**config.mk**
```make
export PLATFORM = sky130hd
export DESIGN_NAME = ps2_host_tx_flat
export DESIGN_NICKNAME = d
export VERILOG_FILES = /design/src/rtl/ps2_pkg.sv /design/src/rtl/ps2_host_tx_if.sv /design/src/rtl/ps2_line_sync.sv /design/src/rtl/ps2_host_tx.sv /design/src/flat_wrapper.sv
export SDC_FILE = /design/constraint.sdc
export NUM_CORES = 1
export LEC_CHECK = 0
export CAP_MARGIN = 20
export CORE_MARGIN = 2
export CORE_UTILIZATION = 40
export DETAILED_ROUTE_END_ITERATION = 6
export SYNTH_ARGS = -nofsm -noshare
export SYNTH_HDL_FRONTEND = slang
export SYNTH_SLANG_ARGS = --single-unit
```
**constraint.sdc**
```tcl
create_clock -name clk -period 4.42 [get_ports clk]
set_input_delay 0.884 -clock clk [delete_from_list [all_inputs] [get_ports clk]]
set_output_delay 0.884 -clock clk [all_outputs]
set_load 0.05 [all_outputs]
```
**src/rtl/ps2_pkg.sv**
```systemverilog
// ----------------------------------------------------------------------------
// ps2_pkg
// Shared types and constants for the PS/2 host-side blocks (transmitter and
// the ps2_keyboard receiver that sits beside it).
//   ps2_tx_state_t : transmitter FSM states
//   CMD_* / RSP_*  : common keyboard command and response bytes
//   ps2_odd_parity : parity bit that makes the 9-bit {parity, data} odd
// ----------------------------------------------------------------------------
package ps2_pkg;

  typedef enum logic [2:0] {
    IDLE      = 3'd0,
    INHIBIT   = 3'd1,
    SEND      = 3'd2,
    ACK       = 3'd3,
    WAIT_IDLE = 3'd4
  } ps2_tx_state_t;

  localparam logic [7:0] CMD_SET_LED = 8'hED;
  localparam logic [7:0] CMD_ENABLE  = 8'hF4;
  localparam logic [7:0] CMD_RESET   = 8'hFF;
  localparam logic [7:0] RSP_ACK     = 8'hFA;

  // Data bits + parity bit + stop bit; the start bit is driven separately.
  localparam int FRAME_W = 10;

  function automatic logic ps2_odd_parity(input logic [7:0] b);
    return ~^b;
  endfunction

endpackage

```
**src/rtl/ps2_host_tx_if.sv**
```systemverilog
// ----------------------------------------------------------------------------
// ps2_host_tx_if
// Command/status bundle between a controller (master) and ps2_host_tx (slave).
//   tx_data, tx_valid : command byte and send request       (master -> slave)
//   tx_ready          : transmitter idle, can accept a byte  (slave -> master)
//   busy              : ~tx_ready, doubles as the receiver ignore input
//   done              : one-cycle pulse ending every accepted transfer
//   ack_err           : with done, device answered NACK (data high at ACK)
//   timeout_err       : with done, device stopped clocking
//   dbg_state         : current transmitter FSM state
//
// Handshake: a byte is transferred on every rising clk edge where tx_valid and
// tx_ready are both high; tx_data is sampled on that same edge. tx_valid seen
// while tx_ready is low is simply not taken, and a request held high across a
// transfer is accepted on the first ready cycle after done.
// ----------------------------------------------------------------------------
interface ps2_host_tx_if;
  import ps2_pkg::*;

  logic [7:0]    tx_data;
  logic          tx_valid;
  logic          tx_ready;
  logic          busy;
  logic          done;
  logic          ack_err;
  logic          timeout_err;
  ps2_tx_state_t dbg_state;

  modport master (
    output tx_data, tx_valid,
    input  tx_ready, busy, done, ack_err, timeout_err, dbg_state
  );

  modport slave (
    input  tx_data, tx_valid,
    output tx_ready, busy, done, ack_err, timeout_err, dbg_state
  );
endinterface

```
**src/rtl/ps2_line_sync.sv**
```systemverilog
// ----------------------------------------------------------------------------
// ps2_line_sync
// Two-flop synchronizer for the raw PS/2 clock and data lines, plus a
// falling-edge strobe for each synchronized line. Shared with the receiver.
//   clk, reset        : system clock, synchronous active-high reset
//   i_ps2_clk/data    : raw asynchronous line levels
//   o_clk/data_sync   : synchronized levels
//   o_clk/data_fall   : one-cycle strobe, synced value went 1 -> 0
// All flops reset to 1 (idle bus level) so no false edge follows reset.
// ----------------------------------------------------------------------------
module ps2_line_sync (
  input  logic clk,
  input  logic reset,
  input  logic i_ps2_clk,
  input  logic i_ps2_data,
  output logic o_clk_sync,
  output logic o_data_sync,
  output logic o_clk_fall,
  output logic o_data_fall
);

  // [0] metastability flop, [1] synchronized value, [2] previous synced value
  logic [2:0] r_clk_sh;
  logic [2:0] r_data_sh;

  always_ff @(posedge clk) begin
    if (reset) begin
      r_clk_sh  <= 3'b111;
      r_data_sh <= 3'b111;
    end else begin
      r_clk_sh  <= {r_clk_sh[1:0], i_ps2_clk};
      r_data_sh <= {r_data_sh[1:0], i_ps2_data};
    end
  end

  assign o_clk_sync  = r_clk_sh[1];
  assign o_data_sync = r_data_sh[1];
  assign o_clk_fall  = r_clk_sh[2] & ~r_clk_sh[1];
  assign o_data_fall = r_data_sh[2] & ~r_data_sh[1];

endmodule

```
**src/rtl/ps2_host_tx.sv**
```systemverilog
// ----------------------------------------------------------------------------
// ps2_host_tx
// Host-to-device PS/2 transmitter: sends one command byte to the keyboard.
//   clk, reset                : 100 MHz clock, synchronous active-high reset
//   tx (slave)                : command handshake and status pulses
//   ps2_clk_in, ps2_data_in   : raw open-drain line levels (asynchronous)
//   ps2_clk_oe, ps2_data_oe   : 1 = pull the line low, 0 = release
// Sequence: hold clock low for INHIBIT_CYCLES, pull data low (start bit),
// release clock, then present one bit after every device clock fall (data
// LSB first, odd parity, stop), read the ACK on the 11th fall and wait for
// the bus to go idle. A watchdog aborts the transfer if the device has not
// finished within TIMEOUT_CYCLES of the clock release.
// ----------------------------------------------------------------------------
module ps2_host_tx
  import ps2_pkg::*;
#(
  parameter int INHIBIT_CYCLES = 12000,
  parameter int TIMEOUT_CYCLES = 2000000
) (
  input  logic          clk,
  input  logic          reset,
  ps2_host_tx_if.slave  tx,
  input  logic          ps2_clk_in,
  input  logic          ps2_data_in,
  output logic          ps2_clk_oe,
  output logic          ps2_data_oe
);

  localparam int INH_W = $clog2(INHIBIT_CYCLES + 1);
  localparam int TO_W  = $clog2(TIMEOUT_CYCLES + 1);

  ps2_tx_state_t        r_state,     w_state_n;
  logic [FRAME_W-1:0]   r_frame,     w_frame_n;
  logic [INH_W-1:0]     r_inh_cnt,   w_inh_cnt_n;
  logic [TO_W-1:0]      r_to_cnt,    w_to_cnt_n;
  logic [3:0]           r_bit_cnt,   w_bit_cnt_n;
  logic                 r_clk_oe,    w_clk_oe_n;
  logic                 r_data_oe,   w_data_oe_n;
  logic                 r_ack_flag,  w_ack_flag_n;
  logic                 r_done,      w_done_n;
  logic                 r_ack_err,   w_ack_err_n;
  logic                 r_to_err,    w_to_err_n;

  logic w_clk_s, w_data_s, w_clk_fall, w_unused_data_fall;
  logic w_in_window, w_to_hit, w_inh_start, w_inh_last;

  ps2_line_sync u_sync (
    .clk         (clk),
    .reset       (reset),
    .i_ps2_clk   (ps2_clk_in),
    .i_ps2_data  (ps2_data_in),
    .o_clk_sync  (w_clk_s),
    .o_data_sync (w_data_s),
    .o_clk_fall  (w_clk_fall),
    .o_data_fall (w_unused_data_fall)
  );

  // The watchdog only runs once the device owns the clock.
  assign w_in_window = (r_state == SEND) || (r_state == ACK) || (r_state == WAIT_IDLE);
  assign w_to_hit    = (r_to_cnt == TO_W'(TIMEOUT_CYCLES - 1));
  // Counter value k means the clock has been held low for k+1 cycles.
  assign w_inh_start = (r_inh_cnt == INH_W'(INHIBIT_CYCLES - 1));
  assign w_inh_last  = (r_inh_cnt == INH_W'(INHIBIT_CYCLES));

  always_ff @(posedge clk) begin
    if (reset) begin
      r_state    <= IDLE;
      r_frame    <= '0;
      r_inh_cnt  <= '0;
      r_to_cnt   <= '0;
      r_bit_cnt  <= '0;
      r_clk_oe   <= 1'b0;
      r_data_oe  <= 1'b0;
      r_ack_flag <= 1'b0;
      r_done     <= 1'b0;
      r_ack_err  <= 1'b0;
      r_to_err   <= 1'b0;
    end else begin
      r_state    <= w_state_n;
      r_frame    <= w_frame_n;
      r_inh_cnt  <= w_inh_cnt_n;
      r_to_cnt   <= w_to_cnt_n;
      r_bit_cnt  <= w_bit_cnt_n;
      r_clk_oe   <= w_clk_oe_n;
      r_data_oe  <= w_data_oe_n;
      r_ack_flag <= w_ack_flag_n;
      r_done     <= w_done_n;
      r_ack_err  <= w_ack_err_n;
      r_to_err   <= w_to_err_n;
    end
  end

  always_comb begin
    w_state_n    = r_state;
    w_frame_n    = r_frame;
    w_inh_cnt_n  = r_inh_cnt;
    w_to_cnt_n   = r_to_cnt;
    w_bit_cnt_n  = r_bit_cnt;
    w_clk_oe_n   = r_clk_oe;
    w_data_oe_n  = r_data_oe;
    w_ack_flag_n = r_ack_flag;
    w_done_n     = 1'b0;
    w_ack_err_n  = 1'b0;
    w_to_err_n   = 1'b0;

    if (w_in_window) begin
      w_to_cnt_n = r_to_cnt + 1'b1;
    end

    case (r_state)
      IDLE: begin
        if (tx.tx_valid) begin
          w_state_n    = INHIBIT;
          w_frame_n    = {1'b1, ps2_odd_parity(tx.tx_data), tx.tx_data};
          w_clk_oe_n   = 1'b1;
          w_data_oe_n  = 1'b0;
          w_inh_cnt_n  = '0;
          w_bit_cnt_n  = '0;
          w_ack_flag_n = 1'b0;
        end
      end

      INHIBIT: begin
        if (w_inh_last) begin
          w_clk_oe_n = 1'b0;
          w_to_cnt_n = '0;
          w_state_n  = SEND;
        end else begin
          w_inh_cnt_n = r_inh_cnt + 1'b1;
          if (w_inh_start) begin
            w_data_oe_n = 1'b1;           // start bit, clock still held low
          end
        end
      end

      SEND: begin
        if (w_clk_fall) begin
          // Line is open-drain: pulling low sends a 0.
          w_data_oe_n = ~r_frame[0];
          w_frame_n   = {1'b0, r_frame[FRAME_W-1:1]};
          w_bit_cnt_n = r_bit_cnt + 1'b1;
          if (r_bit_cnt == 4'd9) begin    // 10th fall: stop bit now on the line
            w_state_n = ACK;
          end
        end
      end

      ACK: begin
        if (w_clk_fall) begin
          w_ack_flag_n = w_data_s;        // device holds data low to acknowledge
          w_state_n    = WAIT_IDLE;
        end
      end

      WAIT_IDLE: begin
        if (w_clk_s && w_data_s) begin
          w_done_n    = 1'b1;
          w_ack_err_n = r_ack_flag;
          w_state_n   = IDLE;
        end
      end

      default: w_state_n = IDLE;
    endcase

    // Watchdog overrides whatever the bit-level logic wanted this cycle.
    if (w_in_window && w_to_hit) begin
      w_clk_oe_n  = 1'b0;
      w_data_oe_n = 1'b0;
      w_done_n    = 1'b1;
      w_ack_err_n = 1'b0;
      w_to_err_n  = 1'b1;
      w_state_n   = IDLE;
    end
  end

  assign ps2_clk_oe     = r_clk_oe;
  assign ps2_data_oe    = r_data_oe;
  assign tx.tx_ready    = (r_state == IDLE);
  assign tx.busy        = (r_state != IDLE);
  assign tx.done        = r_done;
  assign tx.ack_err     = r_ack_err;
  assign tx.timeout_err = r_to_err;
  assign tx.dbg_state   = r_state;

endmodule
```
**src/flat_wrapper.sv**
```systemverilog
// flat-port wrapper written by rule: the top's interface ports become plain ports
module ps2_host_tx_flat import ps2_pkg::*;
#(
  parameter int INHIBIT_CYCLES = 12000,
  parameter int TIMEOUT_CYCLES = 2000000
)
  (clk, reset, ps2_clk_in, ps2_data_in, ps2_clk_oe, ps2_data_oe, tx_tx_data, tx_tx_valid, tx_tx_ready, tx_busy, tx_done, tx_ack_err, tx_timeout_err, tx_dbg_state);
  ps2_host_tx_if tx_i ();
  input  logic clk;
  input  logic reset;
  input  logic ps2_clk_in;
  input  logic ps2_data_in;
  output logic ps2_clk_oe;
  output logic ps2_data_oe;
  input wire logic [$bits(tx_i.tx_data)-1:0] tx_tx_data;
  input wire logic [$bits(tx_i.tx_valid)-1:0] tx_tx_valid;
  output wire logic [$bits(tx_i.tx_ready)-1:0] tx_tx_ready;
  output wire logic [$bits(tx_i.busy)-1:0] tx_busy;
  output wire logic [$bits(tx_i.done)-1:0] tx_done;
  output wire logic [$bits(tx_i.ack_err)-1:0] tx_ack_err;
  output wire logic [$bits(tx_i.timeout_err)-1:0] tx_timeout_err;
  output wire logic [$bits(tx_i.dbg_state)-1:0] tx_dbg_state;
  assign tx_i.tx_data = tx_tx_data;
  assign tx_i.tx_valid = tx_tx_valid;
  assign tx_tx_ready = tx_i.tx_ready;
  assign tx_busy = tx_i.busy;
  assign tx_done = tx_i.done;
  assign tx_ack_err = tx_i.ack_err;
  assign tx_timeout_err = tx_i.timeout_err;
  assign tx_dbg_state = tx_i.dbg_state;
  ps2_host_tx #(.INHIBIT_CYCLES(INHIBIT_CYCLES), .TIMEOUT_CYCLES(TIMEOUT_CYCLES)) u_core (.clk(clk), .reset(reset), .tx(tx_i), .ps2_clk_in(ps2_clk_in), .ps2_data_in(ps2_data_in), .ps2_clk_oe(ps2_clk_oe), .ps2_data_oe(ps2_data_oe));
endmodule
```
==> results of run 1 <==
## final timing paths
path,startpoint,cells past startpoint,slack (ns),end
worst min-delay path,u_core.u_sync.r_clk_sh[0],1,0.41,u_core.u_sync.r_clk_sh[1]
worst min register to register,u_core.u_sync.r_clk_sh[0],1,0.41,u_core.u_sync.r_clk_sh[1]
worst max-delay path,u_core.tx.dbg_state[1],3,1.23,tx_tx_ready
worst max register to register,u_core.tx.dbg_state[1],4,1.82,u_core.r_to_cnt[19]
## sequential cells by signal (all words and copies together), names as in the netlist, 2 cells and up
signal                   flops
u_core.r_to_cnt             21
u_core.r_inh_cnt            14
u_core.r_frame              10
u_core.r_bit_cnt             4
u_core.tx.dbg_state          3
u_core.u_sync.r_clk_sh       3
u_core.u_sync.r_data_sh      2
## where the power goes
part           leakage, nW  internal (mW)  switching (mW)
combinational        0.588          0.106           0.180
clock               0.0892          0.256           0.221
sequential           0.512          0.603          0.0433
total                 1.19          0.965           0.444
## metrics by stage
stage / util / area [µm²] / power [mW] / hold slack, ns
final: 0.470 / 3610 / 1.41 / 0.410
after CTS: 0.470 / 3610 / 1.42 / 0.412
after floorplan: - / 3160 / 0.869 / 0.389
after global routing: 0.470 / 3610 / 1.49 / 0.439
after detailed placement: 0.446 / 3430 / 0.947 / 0.396
after global placement: 0.446 / 3430 / 0.945 / 0.394
## kinds of logic (layout without fill, tap and decap cells)
kind of cell,count (synthesis),in the layout,share of synthesized area
xor+xnor,20,20,0.0555
fa+ha+maj,5,5,0.0198
simple gates,150,150,0.282
compound gates,94,94,0.199
buf+inv,31,49,0.0412
mux,1,1,0.00317
flops,63,63,0.400
## cell type report
cell class	count	area share
multi-input cells	270	0.489
clock inverters	4	0.0132
repair buffers	25	0.0672
inverters	9	0.00936
well taps	102	0.0354
clock buffers	11	0.0364
flip-flops and latches	63	0.349
## synthesized netlist by cell type (3+ instances only)
| library cell | instances | area share |
|---|---|---|
| nand3_1 | 19 | 0.030 |
| or2_2 | 6 | 0.012 |
| o211ai_1 | 5 | 0.012 |
| nor2_1 | 30 | 0.036 |
| a311oi_1 | 8 | 0.022 |
| xor2_1 | 10 | 0.028 |
| or3_1 | 11 | 0.022 |
| ha_1 | 5 | 0.020 |
| or4_1 | 9 | 0.021 |
| a21boi_0 | 3 | 0.0071 |
| inv_1 | 9 | 0.011 |
| nor4bb_1 | 4 | 0.013 |
| buf_2 | 5 | 0.0079 |
| or4_4 | 3 | 0.011 |
| nor2b_1 | 3 | 0.0059 |
| nand2_1 | 23 | 0.027 |
| o31ai_1 | 11 | 0.026 |
| xnor2_1 | 10 | 0.028 |
| o2111ai_1 | 5 | 0.014 |
| o21ai_0 | 18 | 0.029 |
| and3_1 | 9 | 0.018 |
| and4_1 | 5 | 0.014 |
| dfxtp_1 | 63 | 0.40 |
| a21oi_2 | 3 | 0.0083 |
| a211oi_1 | 4 | 0.0095 |
| a21oi_1 | 26 | 0.041 |
| clkbuf_1 | 14 | 0.017 |
| nand4_1 | 6 | 0.012 |
## routing by layer
metal	wire length, µm	part of all wire	global-route usage	vias up
met5	0	0	0	-
met2	3050	0.44	0.261	40
met1	3490	0.51	0.234	1275
li1	-	-	-	1376
met3	241	0.035	0.0496	11
met4	106	0.015	0.0588	0
## layout by cell type (no fill, tap or decap), types with 4 or more instances in the layout
master,synthesis,layout
ha_1,5,5
a311oi_1,8,8
or4_1,9,9
nand3_1,19,19
clkbuf_8,0,9
a21oi_1,26,26
xor2_1,10,10
and3_1,9,9
nor4bb_1,4,4
o211ai_1,5,5
or3_1,11,11
dfxtp_1,63,63
and4_1,5,5
nor2_1,30,30
nand2_1,23,23
clkdlybuf4s50_1,0,22
inv_1,9,9
or2_2,6,6
xnor2_1,10,10
o21ai_0,18,18
o31ai_1,11,11
o2111ai_1,5,5
a211oi_1,4,4
nand4_1,6,6
## critical path, stage by stage, from the launching register on
cell	delay (ns)
dfxtp_1	0.59
or3_1	0.49
inv_1	0.08
clkdlybuf4s50_1	0.80
==> impl_metrics.env, run 1 <==
export IMPL_p_leak_nw=1.19
export IMPL_hold_path_class="reg -> reg"
export IMPL_drt_vias_per_instance=5.58
export IMPL_post_cts_setup_buffer_count=0
export IMPL_synth_fp_nets=382
export IMPL_power_density_mw_per_mm2=390
export IMPL_critical_path_class="reg -> out"
export IMPL_ant_nets=0
export IMPL_dr_pass1_iters=4
export IMPL_cp_arrival_ns=2.30
export IMPL_fin_cells=484
export IMPL_crit_path_start_kind="register"
export IMPL_port_buffers=22
export IMPL_ctsLongestPathBuffers=2
export IMPL_drive_gt1_frac=0.0890
export IMPL_cts_made_buffers=9
export IMPL_grt_start_max_net_pins=29
export IMPL_multi_input_area_mm2=0.00177
export IMPL_outcome="completed"
export IMPL_tritoncts="yes"
export IMPL_final_hold_viol_count=0
export IMPL_grt_pass1_vias=2548
export IMPL_min_period_ns=3.19
export IMPL_final_nets=396
export IMPL_drc=0
export IMPL_core_area_mm2=0.00769
export IMPL_grt_total_usage=0.172
export IMPL_syn_area_mm2=0.00316
export IMPL_seqCellArea_mm2=0.00126
export IMPL_fin_worst_skew_ns=0.0138
export IMPL_ys_warn_count=0
export IMPL_areaGrowthSynthToFinish_pct=14.3
export IMPL_max_slew_margin=0.433
export IMPL_fin_setup_tns_ns=0
export IMPL_slew_viol_final=0
export IMPL_maxCapViolCount=0
export IMPL_syn_inst=364
export IMPL_fmax_ghz=0.314
export IMPL_drt_initial_drc_count=118
export IMPL_cts_sinks=63
export IMPL_clock_latency_ns=0.34
export IMPL_clk_pin_slew_ns=0.07
export IMPL_tightest_slew_ns=0.845
export IMPL_wl_um=6890
export IMPL_dp_slack_ns=1.52
export IMPL_synth_seq_cells=63
export IMPL_ys_async_sr_fraction=0
export IMPL_root_buffer="clkbuf_8"
export IMPL_nFillCells=780
export IMPL_grt_ovfl_total=0
export IMPL_grt_pass1_wl_um=12000
export IMPL_ir_worst_vdd_v=0.000178
export IMPL_wl_per_cell_um=14.2
export IMPL_numPlacedInstances=469
export IMPL_num_antenna_cells=0
export IMPL_rows=32
export IMPL_cp_end_kind="output pin"
export IMPL_ctsHoldBuffers=0
export IMPL_grt_antenna_before_repair=0
export IMPL_fin_crit_sh=0.721
export IMPL_ys_seq_area_frac=0.400
export IMPL_dieHeight_um=92.8
export IMPL_required_ns=3.54
export IMPL_path_max_fanout=23
export IMPL_dp_hpwl_um=4570
export IMPL_vias=2702
export IMPL_rsz0062_at_grt="false"
export IMPL_start_util=0.411
export IMPL_gp_congestion=0.758
export IMPL_setup_slack_ns=1.23
export IMPL_die_area_mm2=0.00862
export IMPL_synth_avg_cell_area_um2=8.67
export IMPL_fp_dieW_um=92.8
export IMPL_synthFlopType="dfxtp_1"
export IMPL_cts_resized_gates=0
export IMPL_synth_edff_count=0
export IMPL_setup_viol=0
export IMPL_num_io_pins=23
export IMPL_ys_types=56
export IMPL_h_tree_depth=3
Power figures use the tool's default switching activity.
==> run 2, diff against run 1 <==
==> constraint.sdc (replaced) <==
create_clock -name clk -period 2.9 [get_ports clk]
set_input_delay 0.58 -clock clk [delete_from_list [all_inputs] [get_ports clk]]
set_output_delay 0.58 -clock clk [all_outputs]
set_load 0.05 [all_outputs]
==> run 2 against run 1 <==
Sequential cell count unchanged. Die area unchanged. Critical path depth did not move. Clock skew down 0.0049 ns. Critical endpoint unchanged. Highest routed layer unchanged. Largest cell class unchanged. Cell area up 2.3%. Wire length decreased by 0.55%.
==> impl_metrics.env, run 2 (same netlist as run 1, synthesis figures left out) <==
export IMPL_tightest_slew_ns=0.866
export IMPL_critical_path_class="reg -> out"
export IMPL_largest_register="u_core.r_to_cnt"
export IMPL_cp_end_kind="output pin"
export IMPL_utilization=0.480
export IMPL_vias=2718
export IMPL_fin_setup_tns_ns=0
export IMPL_grt_total_usage=0.172
export IMPL_start_util=0.411
export IMPL_design_area_mm2=0.00369
export IMPL_tritoncts="yes"
export IMPL_rows=32
export IMPL_clk_pin_slew_ns=0.06
export IMPL_wl_per_cell_um=13.9
export IMPL_grt_pass1_vias=2482
export IMPL_wl_met3_um=274
export IMPL_h_tree_depth=3
export IMPL_dr_pass1_iters=5
export IMPL_ant_nets=0
export IMPL_grt_antenna_before_repair=0
export IMPL_core_area_mm2=0.00769
export IMPL_whs_ns=0.411
export IMPL_wl_um=6850
export IMPL_port_buffers=22
export IMPL_drt_met1_wl_um=3540
export IMPL_p_leak_nw=1.24
export IMPL_final_nets=403
export IMPL_p_total_mw=2.24
export IMPL_min_period_ns=2.62
export IMPL_ir_worst_vdd_v=0.000298
export IMPL_routed_top_layer="met4"
export IMPL_ctsLongestPathBuffers=2
export IMPL_drt_initial_drc_count=106
export IMPL_grt_start_max_net_pins=23
export IMPL_num_io_pins=23
export IMPL_post_cts_setup_buffer_count=0
export IMPL_die_area_mm2=0.00862
export IMPL_power_density_mw_per_mm2=608
export IMPL_drc=0
export IMPL_clock_latency_ns=0.34
export IMPL_final_hold_viol_count=0
export IMPL_slew_viol_final=0
export IMPL_dp_hpwl_um=4690
export IMPL_grt_ovfl_total=0
export IMPL_root_buffer="clkbuf_8"
export IMPL_path_max_fanout=9
export IMPL_fin_crit_sh=0.903
export IMPL_dieHeight_um=92.8
export IMPL_grt_pass1_wl_um=11900
export IMPL_dr_wl_met2_um=2970
export IMPL_drt_vias_per_instance=5.52
export IMPL_max_slew_margin=0.419
export IMPL_gp_congestion=0.774
export IMPL_cts_resized_gates=0
export IMPL_cts_sinks=63
export IMPL_setup_viol=0
export IMPL_nFillCells=776
export IMPL_areaGrowthSynthToFinish_pct=17.0
export IMPL_fin_worst_skew_ns=0.00896
export IMPL_final_common_cell="dfxtp_1"
export IMPL_final_cell_mix="dfxtp_1, nor2_1, a21oi_1"
export IMPL_place_area_mm2=0.00348
export IMPL_rsz0062_at_grt="false"
export IMPL_fmax_ghz=0.382
export IMPL_ctsHoldBuffers=0
export IMPL_cts_made_buffers=9
export IMPL_maxCapViolCount=0
export IMPL_fp_dieW_um=92.8
export IMPL_reg_top3="u_core.r_to_cnt: 21 flops, u_core.r_inh_cnt: 14 flops, u_core.r_frame: 10 flops"
export IMPL_num_antenna_cells=0
export IMPL_crit_path_start_kind="register"
export IMPL_outcome="completed"
export IMPL_drive_gt1_frac=0.110
export IMPL_required_ns=2.32
export IMPL_largest_reg_flops=21
export IMPL_cp_arrival_ns=2.04
export IMPL_hold_path_class="reg -> reg"
[run 2: cell count changes in the layout (fill, tap and decap cells not counted)]
cell / delta
buf_4: +7
clkbuf_8: +3
clkbuf_1: -1
clkinvlp_4: -1
[run 2: routing by layer]
| metal | GRT usage | vias up |
|---|---|---|
| met5 | 0 | - |
| met3 | 0.0464 | 7 |
| li1 | - | 1392 |
| met1 | 0.245 | 1273 |
| met2 | 0.249 | 46 |
| met4 | 0.0588 | 0 |
[run 2: critical path, stage by stage (launching register included)]
cell	delay [ns]
dfxtp_1	0.40
or3_1	0.42
inv_1	0.09
clkdlybuf4s50_1	0.80
[run 2: final timing paths]
check	from	endpoint	slack (ns)	depth (start not counted)
max	u_core.tx.dbg_state[1]	tx_tx_ready	0.28	3
min	u_core.u_sync.r_clk_sh[0]	u_core.u_sync.r_clk_sh[1]	0.41	1
max reg2reg	u_core.tx.dbg_state[2]	u_core.r_to_cnt[19]	0.72	5
min reg2reg	u_core.u_sync.r_clk_sh[0]	u_core.u_sync.r_clk_sh[1]	0.41	1
[run 2: area by class of cell]
cell class | instances | area, µm² | area share
Multi-Input combinational cell | 270 | 1770 | 0.478
Sequential cell | 63 | 1260 | 0.342
Timing Repair Buffer | 32 | 295 | 0.0800
Clock buffer | 13 | 169 | 0.0457
Tap cell | 102 | 128 | 0.0346
Clock inverter | 3 | 40.0 | 0.0108
Inverter | 9 | 33.8 | 0.00915
[run 2: per-stage QoR]
| step | instances | setup slack [ns] |
|---|---|---|
| finish | 492 | 0.280 |
| global route | 492 | 0.189 |
| CTS | 492 | 0.251 |
| global placement | 476 | 0.547 |
| detailed placement | 476 | 0.500 |
| floorplan | 364 | 0.485 |
[run 2: power breakdown]
group | switching, mW | internal [mW] | total [mW]
Combinational | 0.313 | 0.185 | 0.499
Clock | 0.323 | 0.465 | 0.788
Sequential | 0.0387 | 0.919 | 0.958
